**src/rtl/pipeline_hazard_ctrl.sv**
```systemverilog
// Stall/flush sequencer for a 5-stage interlocked pipeline: tracks EX/MEM/WB
// destination registers and raises hold, flush and freeze controls for ID.
module pipeline_hazard_ctrl #(
    parameter bit CHECK_WB = 1'b1,
    parameter int CNT_W    = 16
) (
    input  logic             clk_i,
    input  logic             rst_n_i,
    input  logic             id_valid_i,
    input  logic [4:0]       id_rs1_i,
    input  logic [4:0]       id_rs2_i,
    input  logic             id_rs1_use_i,
    input  logic             id_rs2_use_i,
    input  logic [4:0]       id_rd_i,
    input  logic             id_rf_we_i,
    input  logic             ex_redirect_i,
    input  logic             mem_busy_i,
    output logic             pc_hold_o,
    output logic             ifid_hold_o,
    output logic             ifid_flush_o,
    output logic             idex_flush_o,
    output logic             pipe_freeze_o,
    output logic [CNT_W-1:0] stall_cnt_o,
    output logic [CNT_W-1:0] flush_cnt_o
);

    typedef struct packed {
        logic       valid;
        logic       we;
        logic [4:0] rd;
    } sb_entry_t;

    typedef enum logic [1:0] {
        MODE_RUN,
        MODE_STALL,
        MODE_FLUSH,
        MODE_FREEZE
    } mode_e;

    localparam logic [CNT_W-1:0] CNT_ONE = {{(CNT_W-1){1'b0}}, 1'b1};

    // Entry 0 = EX, 1 = MEM, 2 = WB
    sb_entry_t [2:0]  sb_q, sb_d;
    logic [CNT_W-1:0] stall_cnt_q, stall_cnt_d;
    logic [CNT_W-1:0] flush_cnt_q, flush_cnt_d;
    logic [2:0]       hit;
    logic             raw;
    mode_e            mode;

    genvar gi;
    generate
        for (gi = 0; gi < 3; gi++) begin : g_hit
            assign hit[gi] = sb_q[gi].valid & sb_q[gi].we & (sb_q[gi].rd != 5'd0) &
                             ((id_rs1_use_i & (id_rs1_i == sb_q[gi].rd)) |
                              (id_rs2_use_i & (id_rs2_i == sb_q[gi].rd)));
        end
    endgenerate

    assign raw = id_valid_i & (hit[0] | hit[1] | (CHECK_WB & hit[2]));

    always_comb begin
        mode = MODE_RUN;
        if (!rst_n_i)           mode = MODE_RUN;
        else if (mem_busy_i)    mode = MODE_FREEZE;
        else if (ex_redirect_i) mode = MODE_FLUSH;
        else if (raw)           mode = MODE_STALL;
    end

    always_comb begin
        pc_hold_o     = 1'b0;
        ifid_hold_o   = 1'b0;
        ifid_flush_o  = 1'b0;
        idex_flush_o  = 1'b0;
        pipe_freeze_o = 1'b0;
        case (mode)
            MODE_FREEZE: begin
                pipe_freeze_o = 1'b1;
                pc_hold_o     = 1'b1;
                ifid_hold_o   = 1'b1;
            end
            MODE_FLUSH: begin
                ifid_flush_o = 1'b1;
                idex_flush_o = 1'b1;
            end
            MODE_STALL: begin
                pc_hold_o    = 1'b1;
                ifid_hold_o  = 1'b1;
                idex_flush_o = 1'b1;
            end
            default: ;
        endcase
    end

    always_comb begin
        sb_d        = sb_q;
        stall_cnt_d = stall_cnt_q;
        flush_cnt_d = flush_cnt_q;
        if (mode != MODE_FREEZE) begin
            sb_d[2] = sb_q[1];
            sb_d[1] = sb_q[0];
            // A stalled or flushed ID instruction enters EX as a bubble
            sb_d[0] = '0;
            if (mode == MODE_RUN) sb_d[0] = {id_valid_i, id_rf_we_i, id_rd_i};
        end
        if (mode == MODE_STALL && stall_cnt_q != '1) stall_cnt_d = stall_cnt_q + CNT_ONE;
        if (mode == MODE_FLUSH && flush_cnt_q != '1) flush_cnt_d = flush_cnt_q + CNT_ONE;
    end

    always_ff @(posedge clk_i or negedge rst_n_i) begin
        if (!rst_n_i) begin
            sb_q        <= '0;
            stall_cnt_q <= '0;
            flush_cnt_q <= '0;
        end else begin
            sb_q        <= sb_d;
            stall_cnt_q <= stall_cnt_d;
            flush_cnt_q <= flush_cnt_d;
        end
    end

    assign stall_cnt_o = stall_cnt_q;
    assign flush_cnt_o = flush_cnt_q;

endmodule

```
**config.mk**
```make
export PLATFORM = sky130hd
export DESIGN_NAME = pipeline_hazard_ctrl
export DESIGN_NICKNAME = d
export VERILOG_FILES = /design/src/rtl/pipeline_hazard_ctrl.sv
export SDC_FILE = /design/constraint.sdc
export NUM_CORES = 1
export LEC_CHECK = 0
export ABC_AREA = 0
export CORE_UTILIZATION = 50
export CTS_CLUSTER_SIZE = 16
export DETAILED_ROUTE_END_ITERATION = 8
export PLACE_DENSITY = 0.84
export SLEW_MARGIN = 20
export SYNTH_ARGS = -nofsm -noshare
export SYNTH_HDL_FRONTEND = slang
export SYNTH_SLANG_ARGS = --single-unit
```
**constraint.sdc**
```tcl
create_clock -name clk_i -period 5.5 [get_ports clk_i]
set_input_delay 1.65 -clock clk_i [delete_from_list [all_inputs] [get_ports clk_i]]
set_output_delay 1.65 -clock clk_i [all_outputs]
set_load 0.05 [all_outputs]
```
# Yosys cells after proc, flatten, opt, wreduce, memory -nomap -nowiden
# Index checks and enable logic that the tools add are counted.
[totals]
register_bits = 53
out_inout_bits = 37
wordCells = 63
[classes]
n_addsub = 2
eq_ne = 12
muxes = 9
bitwise_logic = 21
n_reduce_logical = 8
[op_table]
columns = ["cell", "n"]
rows = [
  ["16-bit by 1-bit adder with 16-bit output, second input constant", 2],
  ["16-bit != test, second input constant", 2],
  ["5-bit equality test", 6],
  ["1-bit AND", 16],
  ["5-bit nonzero test", 3],
  ["7-bit two-way mux", 1],
  ["2-bit two-way mux", 3],
  ["1-bit two-way mux", 5],
  ["1-bit bitwise OR", 5],
  ["2-bit equality test, second input constant", 2],
  ["2-bit OR reduction", 2],
  ["2-bit by 1-bit equality test with 1-bit output, second input constant", 1],
  ["1-bit logical AND", 2],
  ["2-bit zero test", 1],
  ["2-bit != test, second input constant", 1],
]

# Logic depth before layout (Yosys ltp)
[depth]
depth_word = 14
mapped_depth = 11

# Worst setup path after synthesis
# OpenSTA, ideal clock, no wires.
[synth_timing]
path_kind = "input to output"
start = "input id_rs2_i[2]"
end = "output pipe_freeze_o"
arrival_time_ns = 4.017
required_ns = 3.850
path_slack_ns = -0.167
path_stages = 6
path_buffers = 0
cell_sequence = "xor2_1 > nor4_1 > nand3_1 > a21o_1 > a41oi_1 > ha_1"
[synth_via]
elab_chain_len = 13
elab_cells_between_ends = 21
classes_between = "4 x eq/ne; 5 x mux; 12 x bitwise"
[synth_rtl]
columns = ["item", "line_no", "text"]
rows = [
  ["from (decl)", "11", "input logic [4:0] id_rs2_i,"],
  ["5-bit equality test", "55", "(id_rs2_use_i & (id_rs2_i == sb_q[gi].rd)));"],
  ["1-bit AND", "55", ""],
  ["1-bit bitwise OR", "54", "((id_rs1_use_i & (id_rs1_i == sb_q[gi].rd)) |"],
  ["1-bit AND", "53", "assign hit[gi] = sb_q[gi].valid & sb_q[gi].we & (sb_q[gi].rd != 5'd0) &"],
  ["1-bit bitwise OR", "59", "assign raw = id_valid_i & (hit[0] | hit[1] | (CHECK_WB & hit[2]));"],
  ["1-bit bitwise OR (*)", "59", ""],
  ["1-bit AND (*)", "59", ""],
  ["1-bit two-way mux (*)", "66", "else if (raw) mode = MODE_STALL;"],
  ["2-bit two-way mux (*)", "65", "else if (ex_redirect_i) mode = MODE_FLUSH;"],
  ["2-bit two-way mux (*)", "64", "else if (mem_busy_i) mode = MODE_FREEZE;"],
  ["2-bit two-way mux (*)", "63", "if (!rst_n_i) mode = MODE_RUN;"],
  ["2-bit equality test (*)", "75", "case (mode)"],
  ["1-bit two-way mux (*)", "75", ""],
  ["to (decl)", "22", "output logic pipe_freeze_o,"],
]
# Every way passes the cells marked *; elsewhere a longest branch is shown, timed or not.

# Worst setup path in the final report
[layout_timing]
start = "input id_rs2_i[2]"
end = "output idex_flush_o"
[layout_via]
elab_chain_len = 14
elab_cells_between_ends = 23
classes_between = "5 x eq/ne; 5 x mux; 12 x bitwise; 1 x reduce/logical"
[layout_rtl]
columns = ["item", "line_no", "text"]
rows = [
  ["5-bit equality test", "55", ""],
  ["1-bit AND", "55", ""],
  ["1-bit bitwise OR", "54", ""],
  ["1-bit AND", "53", ""],
  ["1-bit bitwise OR", "59", ""],
  ["1-bit bitwise OR (*)", "59", ""],
  ["1-bit AND (*)", "59", ""],
  ["1-bit two-way mux (*)", "66", ""],
  ["2-bit two-way mux (*)", "65", ""],
  ["2-bit two-way mux (*)", "64", ""],
  ["2-bit two-way mux (*)", "63", ""],
  ["2-bit by 1-bit equality test with 1-bit output or 2-bit equality test (tied branches)", "75", ""],
  ["2-bit OR reduction (no line) (*)", "-", ""],
  ["1-bit two-way mux (*)", "75", ""],
  ["to (decl)", "21", "output logic idex_flush_o,"],
]
# Marked as above.

==> run metrics <==
first-pass iteration count of the detailed router=4; FFs w/ async S/R, synth=100.0%; met2 GRT Util=37.59%; cell family with the largest share of critical-path delay=buffers and inverters; fmax=0.1863 GHz; crit path launch=id_rs2_i[2]; CP Cell Sequence=clkdlybuf4s50_1 -> xor2_1 -> nor4_2 -> nand3_1 -> a21o_1 -> a41o_1 -> ha_1 -> buf_12; # diodes=0; CTS Buffer Depth=2; Final HPWL DP=4.578 mm; Starting Density=53.44%; Crit Path Max Fanout=3; HP Class=reg -> reg; Port Buffers=59; Worst-Margin Slew=0.6605 ns; combinational share of power=34.2%; sequential cell area=between 1000 and 1500 µm²; #FFs+latches synth=53; CTS Sinks=53; post-layout min period=5.367 ns; initial drt markers=approximately 120; H-tree Lvls=2; Rel. slew slack=55.97%; final hold slack=0.5028 ns; CP max stage cell=clkdlybuf4s50_1; Routed Antenna Nets=0; via count=roughly 2100; met3 GRT Util=approximately 4.6%; startpoint types=primary input; post-synthesis sequential area ratio=47.09%; total number of cells along the worst setup path=8; # hold bufs at CTS=0; sw frac=a little under two fifths; antenna violations before repair=0; TritonCTS clock tree=built; met1 GRT Util=29.87%; leak pwr=roughly 1.5 nW; DIE WIDTH=77.05 µm; Hold Fails Final Rpt=0; DRT Wirelength=roughly 6.1 mm; clk root buf=clkbuf_8; layout net count=about 360; Crit Path Category=in -> out; area occupied by multi-input gates=1465 µm²; layout cell share with drive strength beyond 1=13.94%; largest net degree at the start of global routing=54; CP endpoint kind=primary output; worst r2r dst=stall_cnt_o[9]$_DFFE_PN0P_; Num CTS Buffers=5; CORE AREA=5270 µm²; end of the critical path=idex_flush_o; Clk Latency, worst-skew pair=0.30 ns; most frequent cells in the layout=dfrtp_1, clkdlybuf4s50_1, xnor2_1; Psw=0.4423 mW; flop-to-flop setup slack=2.50 ns; vias in the first global route=2223; worst-case reg-to-reg path depth=12; unrepaired setup endpoints after global routing=false; first-pass GRT wire length=around 11 mm; clock-pin slew on the worst setup and hold paths=0.09 ns; mean number of vias per cell=~5.4; crit path DAT=3.72 ns; WL/cell=15.20 µm; Synth Cell Area=2816 µm²; GP Congestion=0.9437; outcome=finished, final reports clean; full die area=5937 µm²; Syn Area/Cell=10.71 µm²; period utilization=97.58%; max-cap viol count=0; Mapped Cells=263; number of enable flip-flop cells after synthesis=0; Max stage delay on crit path=0.49 ns; power density of the placed cells=326.8 nW/µm²; grt total ovfl=0; critical path required time=3.85 ns; clock power share=a little under a quarter; Buf/Inv on CP=2; setup violators final=0; Net Count, Synth=293; Cell variety after synth=42; row cnt=26; Max Slew Vio Count=0; most used routing layer=met2; Top Ports=60; Filler Cells Inserted=428; Syn. warnings=0; Syn-to-layout area delta=30.21%; internal power=0.7561 mW; FF-to-FF Start=sb_q[2]$_DFFE_PN0P_; Top FF cell, synth=dfrtp_1; worst vdd ir=roughly 220 µV; setup_tns=0 ns; Die Y=77.05 µm; clk_skew=0.004028 ns; DRC=0; Global Route Usage Sum=22.58%; Seq pwr share=43.0%
how the worst min path moves through the flow:
| stage | cells after the start | from | slack, ns | to |
|---|---|---|---|---|
| after global routing | 1 | stall_cnt_o[13]$_DFFE_PN0P_ | 0.53 | stall_cnt_o[13]$_DFFE_PN0P_ |
| after CTS | 1 | stall_cnt_o[13]$_DFFE_PN0P_ | 0.51 | stall_cnt_o[13]$_DFFE_PN0P_ |
| final | 1 | stall_cnt_o[13]$_DFFE_PN0P_ | 0.50 | stall_cnt_o[13]$_DFFE_PN0P_ |
| after detailed placement | 1 | stall_cnt_o[9]$_DFFE_PN0P_ | 0.49 | stall_cnt_o[9]$_DFFE_PN0P_ |
| after global placement | 1 | stall_cnt_o[13]$_DFFE_PN0P_ | 0.48 | stall_cnt_o[13]$_DFFE_PN0P_ |
| after floorplan | 2 | sb_q[6]$_DFFE_PN0P_ | 0.47 | sb_q[6]$_DFFE_PN0P_ |
cells in the mapped netlist (all sizes together), types with 2 or more instances:
cell | n | area share (%)
a21oi | 7 | 1.2
o22ai | 2 | 0.44
xnor2 | 41 | 13
a31oi | 3 | 1.2
o21ai | 11 | 2.4
nand2 | 34 | 4.5
buf | 2 | 0.44
mux2 | 17 | 6.9
dfrtp | 53 | 47
inv | 5 | 0.67
nand4 | 13 | 3.1
nor4 | 5 | 1.3
nor2 | 10 | 1.4
xor2 | 12 | 3.7
a41oi | 2 | 0.62
ha | 7 | 3.1
o2111ai | 2 | 0.62
and3 | 5 | 1.2
and4 | 2 | 0.71
or2 | 2 | 0.53
clkbuf | 2 | 0.27
nand3 | 14 | 2.7
or4 | 3 | 0.80
nor3 | 3 | 0.53
stage by stage:
step           cells  cell area [µm²]  setup WS (ns)  util (%)  total power [mW]
2_1_floorplan    263             2824         0.3035         -            0.7741
3_3_place_gp     392             3545         0.1167     67.26            0.9213
3_5_place_dp     392             3545         0.1004     67.26            0.9338
4_1_cts          400             3661        0.09330     69.47             1.207
5_1_grt          400             3667        0.03945     69.59             1.260
6_report         400             3667         0.1330     69.59             1.198
per-layer routing:
metal  part of all wire (%)  vias up  wire length [µm]
met3                    4.4        6               269
met2                     49       48              2965
met4                    1.1        0                65
li1                       -     1059                 -
met1                     46     1032              2779
met5                      0        -                 0
final cells by class:
class	instances	share of cell area, %
clock inverter	1	0.8188
tap	70	2.388
clock buffer	7	2.354
multi-input combinational	201	39.95
sequential	53	36.17
inverter	5	0.5118
timing repair buffer	63	17.81
logic make-up after synthesis:
group,Yosys count,synth area share (%)
XOR/XNOR,53,16.48
AND/OR/NAND/NOR,93,17.28
adder cells (fa/ha/maj),7,3.110
buffers and inverters,9,1.377
flip-flops,53,47.09
multiplexers,17,6.930
AO/OA/AOI/OAI,31,7.730
state kept, by name, indices dropped and copies added, names as in the netlist:
register	count
stall_cnt_o	16
flush_cnt_o	16
sb_q	21
power by group through the flow:
stage	sequential (mW)	combinational, mW	clock (mW)
CTS	0.515	0.412	0.280
detailed placement	0.523	0.411	0
finish	0.516	0.410	0.273
global route	0.529	0.436	0.295
floorplan	0.641	0.133	0
global placement	0.522	0.400	0
repair_timing:
item	4_1_cts	5_1_grt
gates resized for setup	0	1
setup endpoints to repair	0	1
buffers inserted	0	0
No activity file was read; power rests on OpenSTA's default activity.
==> edit 1: new RTL, same flow settings <==
Reset style: synchronous (`rst_n_i`), changed in one clocked block.
--- a/src/rtl/pipeline_hazard_ctrl.sv
+++ b/src/rtl/pipeline_hazard_ctrl.sv
@@ -106,7 +106,7 @@
         if (mode == MODE_FLUSH && flush_cnt_q != '1) flush_cnt_d = flush_cnt_q + CNT_ONE;
     end
 
-    always_ff @(posedge clk_i or negedge rst_n_i) begin
+    always_ff @(posedge clk_i) begin
         if (!rst_n_i) begin
             sb_q        <= '0;
             stall_cnt_q <= '0;
Formal check against the unedited RTL: differs if rst_n_i is asserted again (counterexample within 4 cycles, from zero or initial values and one cycle with rst_n_i low); with rst_n_i held inactive, the same outputs for 4 cycles.
==> edit 1 against the unedited design <==
  * Sequential share of layout area decreased by 6.8 points
  * Final area decreased by 1.4%
  * Core utilization decreased by 0.52 points
  * Wire length increased by 5.5%
  * Setup slack got worse by 0.034 ns
  * First-iteration DRC count increased by 53%
  * Synthesized area decreased by 0.44%
  * Clock skew increased by 0.0056 ns
  * Sequential cell count unchanged
  * Critical path type unchanged
  * Critical endpoint is now ifid_flush_o
Power is not compared: it rests on default switching activity, and its combinational part moved more than twofold at a synthesized area within 25%.
==> edit 1: results <==
[grt]
grt_pass1_vias = 2328
grt_max_degree = 35
grt_pass1_wl_mm = 10.8
use_met1 = 0.278
met3_usage = 0.0548

[yosys]
synth-xor-area-share = 0.150
netlist_top_cells_area = dfxtp_1, xnor2_1, mux2i_1
synth_compound_area_frac = 0.125
syn-num-nets = 343
synth_fa_ha_area_frac = 0.0312
synthArstFlopShare = 0
ys_types = 41
synth_mux_area_frac = 0.0643
synthFlopType = dfxtp_1

[setup_path]
crit_fanout = 7
r2r_cells = 10
rr_startpoint = sb_q[3]
ff2ff_setup_slack_ns = 2.58
arrival_ns = 3.75

[cells_and_area]
clkbuf_count = 6
fin_nets = 401
buf_share = 0.184
utilization = 0.691
register_area_sq_um = 1060
drive_gt1_frac = 0.0672
clock_area_frac = 0.0332
stdcell_count = 442
nMultiInputCombCells = 242
multi_input_area_share = 0.460

[detailed_routing]
viasPerCell = 5.68
wl_met3_um = 397
wl_met2_mm = 2.93
wl_met1_mm = 2.98
wl_mm = 6.41

[place]
dp_cells = 434
placed_cell_area_sq_um = 3500
dp_hpwl_mm = 4.71
place_congestion = 0.926
place_ws_ns = 0.166

[hold_path]
hold_depth = 2
worstHoldStart = stall_cnt_o[15]

[timing]
maxSlewHeadroom = 0.307
fin_skew_ns = 0.00959

[outcome]
status = complete, no violations
## edit 1: changes by cell type after synthesis, moves of 4 or more
cell | unedited run | this run
a22oi_1 | 0 | 6
clkbuf_1 | 2 | 8
dfrtp_1 | 53 | 0
dfxtp_1 | 0 | 53
mux2_2 | 15 | 0
mux2i_1 | 0 | 18
nand2_1 | 34 | 17
nor2_1 | 9 | 44
xnor2_1 | 41 | 32
xor2_1 | 12 | 16
## edit 1: worst max path at each step
stage                      startpoint            end  slack (ns)  cells after the start
after floorplan           id_rs2_i[1]  pipe_freeze_o        0.30                      6
after global placement    id_rs2_i[1]   ifid_flush_o        0.20                      8
after detailed placement  id_rs1_i[4]   ifid_flush_o        0.17                      8
after CTS                 id_rs1_i[4]   ifid_flush_o        0.16                      8
after global routing      id_rs1_i[3]   ifid_flush_o       0.007                      8
final                     id_rs1_i[0]   ifid_flush_o         0.1                      8
==> edit 2: new RTL, config.mk and constraints unchanged <==
Made on the original files. `CNT_W`: 16 -> 20.
--- a/src/rtl/pipeline_hazard_ctrl.sv
+++ b/src/rtl/pipeline_hazard_ctrl.sv
@@ -2,7 +2,7 @@
 // destination registers and raises hold, flush and freeze controls for ID.
 module pipeline_hazard_ctrl #(
     parameter bit CHECK_WB = 1'b1,
-    parameter int CNT_W    = 16
+    parameter int CNT_W    = 20
 ) (
     input  logic             clk_i,
     input  logic             rst_n_i,
Ports: changed (resized flush_cnt_o and stall_cnt_o); port bits go from 60 to 68. No check against the original RTL was run, so the function may have changed too.
==> edit 2 against the unedited design <==
  * Hold slack improved by 0.0030 ns
  * Power increased by 5.5%
  * Critical path depth unchanged
  * Wire length increased by 11%
  * Sequential cell count increased by 8
  * Synthesized area increased by 12%
  * Final area increased by 13%
  * Setup slack improved by 0.010 ns
  * Sequential share of layout area increased by 0.78 points
  * First-iteration DRC count unchanged
  * Register-to-register slack got worse by 0.06 ns
  * Critical path type unchanged
  * Largest cell class unchanged
  * Largest power group unchanged
==> edit 2: results <==
[cells_and_area]
drive_gt1_frac = 0.123

[power_and_ir_drop]
p_leak_nw = 1.75
peakVddDrop_mv = 0.216

[place]
placed_cell_area_sq_um = 3980
place_congestion = 0.936
dp_hpwl_mm = 5.01
numPortBuffers = 67
dp_cells = 433

[clock_tree]
cts_max_level = 3
numCtsBuffers = 9
cts_setup_buffers = 0
clock_latency_ns = 0.33

[yosys]
synthTopCellsByCount = dfrtp_1, xnor2_1, nand2_1
syn-num-nets = 321
ys_seq_area_frac = 0.482
postSynthCellCount = 291
netlist_top_cells_area = dfrtp_1, xnor2_1, xor2_1

[grt]
grt_max_degree = 37
track_usage = 0.221
grt_pass1_vias = 2373
grt_pass1_wl_mm = 11.0

[outcome]
status = complete, no violations

[timing]
maxSlewHeadroom = 0.519
max_freq_ghz = 0.187
fin_skew_ns = 0.00858

[detailed_routing]
wl_met1_mm = 3.10
wl_met3_um = 349
wl_mm = 6.77
avgRoutedWirePerCell_um = 15.1
route.vias.total = 2425

[setup_path]
rr_startpoint = sb_q[1]
startpoint = id_rs1_i[0]
arrival_ns = 3.71

[hold_path]
worstHoldStart = stall_cnt_o[6]
==> edit 2: path summary, 6_finish.rpt <==
kind	endpoint	slack [ns]	depth (start not counted)
worst max-delay path	idex_flush_o	0.14	8
worst max register to register	flush_cnt_o[18]	2.44	10
worst min-delay path	stall_cnt_o[6]	0.51	1
min in group asynchronous	stall_cnt_o[17]	1.35	2
worst min register to register	stall_cnt_o[6]	0.51	1
max in group asynchronous	flush_cnt_o[1]	3.76	2
==> edit 2: stage by stage <==
step           utilization  worst slack [ns]  total power (W)
2_1_floorplan            -             0.304         0.000801
3_3_place_gp         0.660             0.177         0.000943
3_5_place_dp         0.660             0.140         0.000951
4_1_cts              0.686             0.134          0.00128
5_1_grt              0.686            0.0487          0.00133
6_report             0.686             0.143          0.00126
==> edit 2: cell type report <==
| type | count | area (sq um) |
|---|---|---|
| fillers | 458 | 1890 |
| multi-input cells | 219 | 1600 |
| flip-flops and latches | 61 | 1530 |
| repair buffers | 72 | 741 |
| clock buffers | 14 | 143 |
| well taps | 75 | 93.8 |
| inverters | 6 | 22.5 |
| clock inverters | 2 | 10.0 |
==> edit 2: logic make-up after synthesis <==
group,after synthesis,share of synthesized area
mux,16,0.0569
compound gates,28,0.0616
simple gates,103,0.175
flops,61,0.482
xor+xnor,65,0.180
buf+inv,11,0.0166
fa+ha+maj,7,0.0277
==> edit 2: power breakdown <==
group	switching [W]	internal, W
registers	0.0000747	0.000499
clock network	0.000158	0.000163
logic	0.000219	0.000149
total	0.000452	0.000811
==> edit 2: layer usage <==
metal / GRT usage / up-vias
met5: 0 / -
met4: 0.109 / 0
met3: 0.0478 / 16
met2: 0.351 / 71
met1: 0.287 / 1163
li1: - / 1175
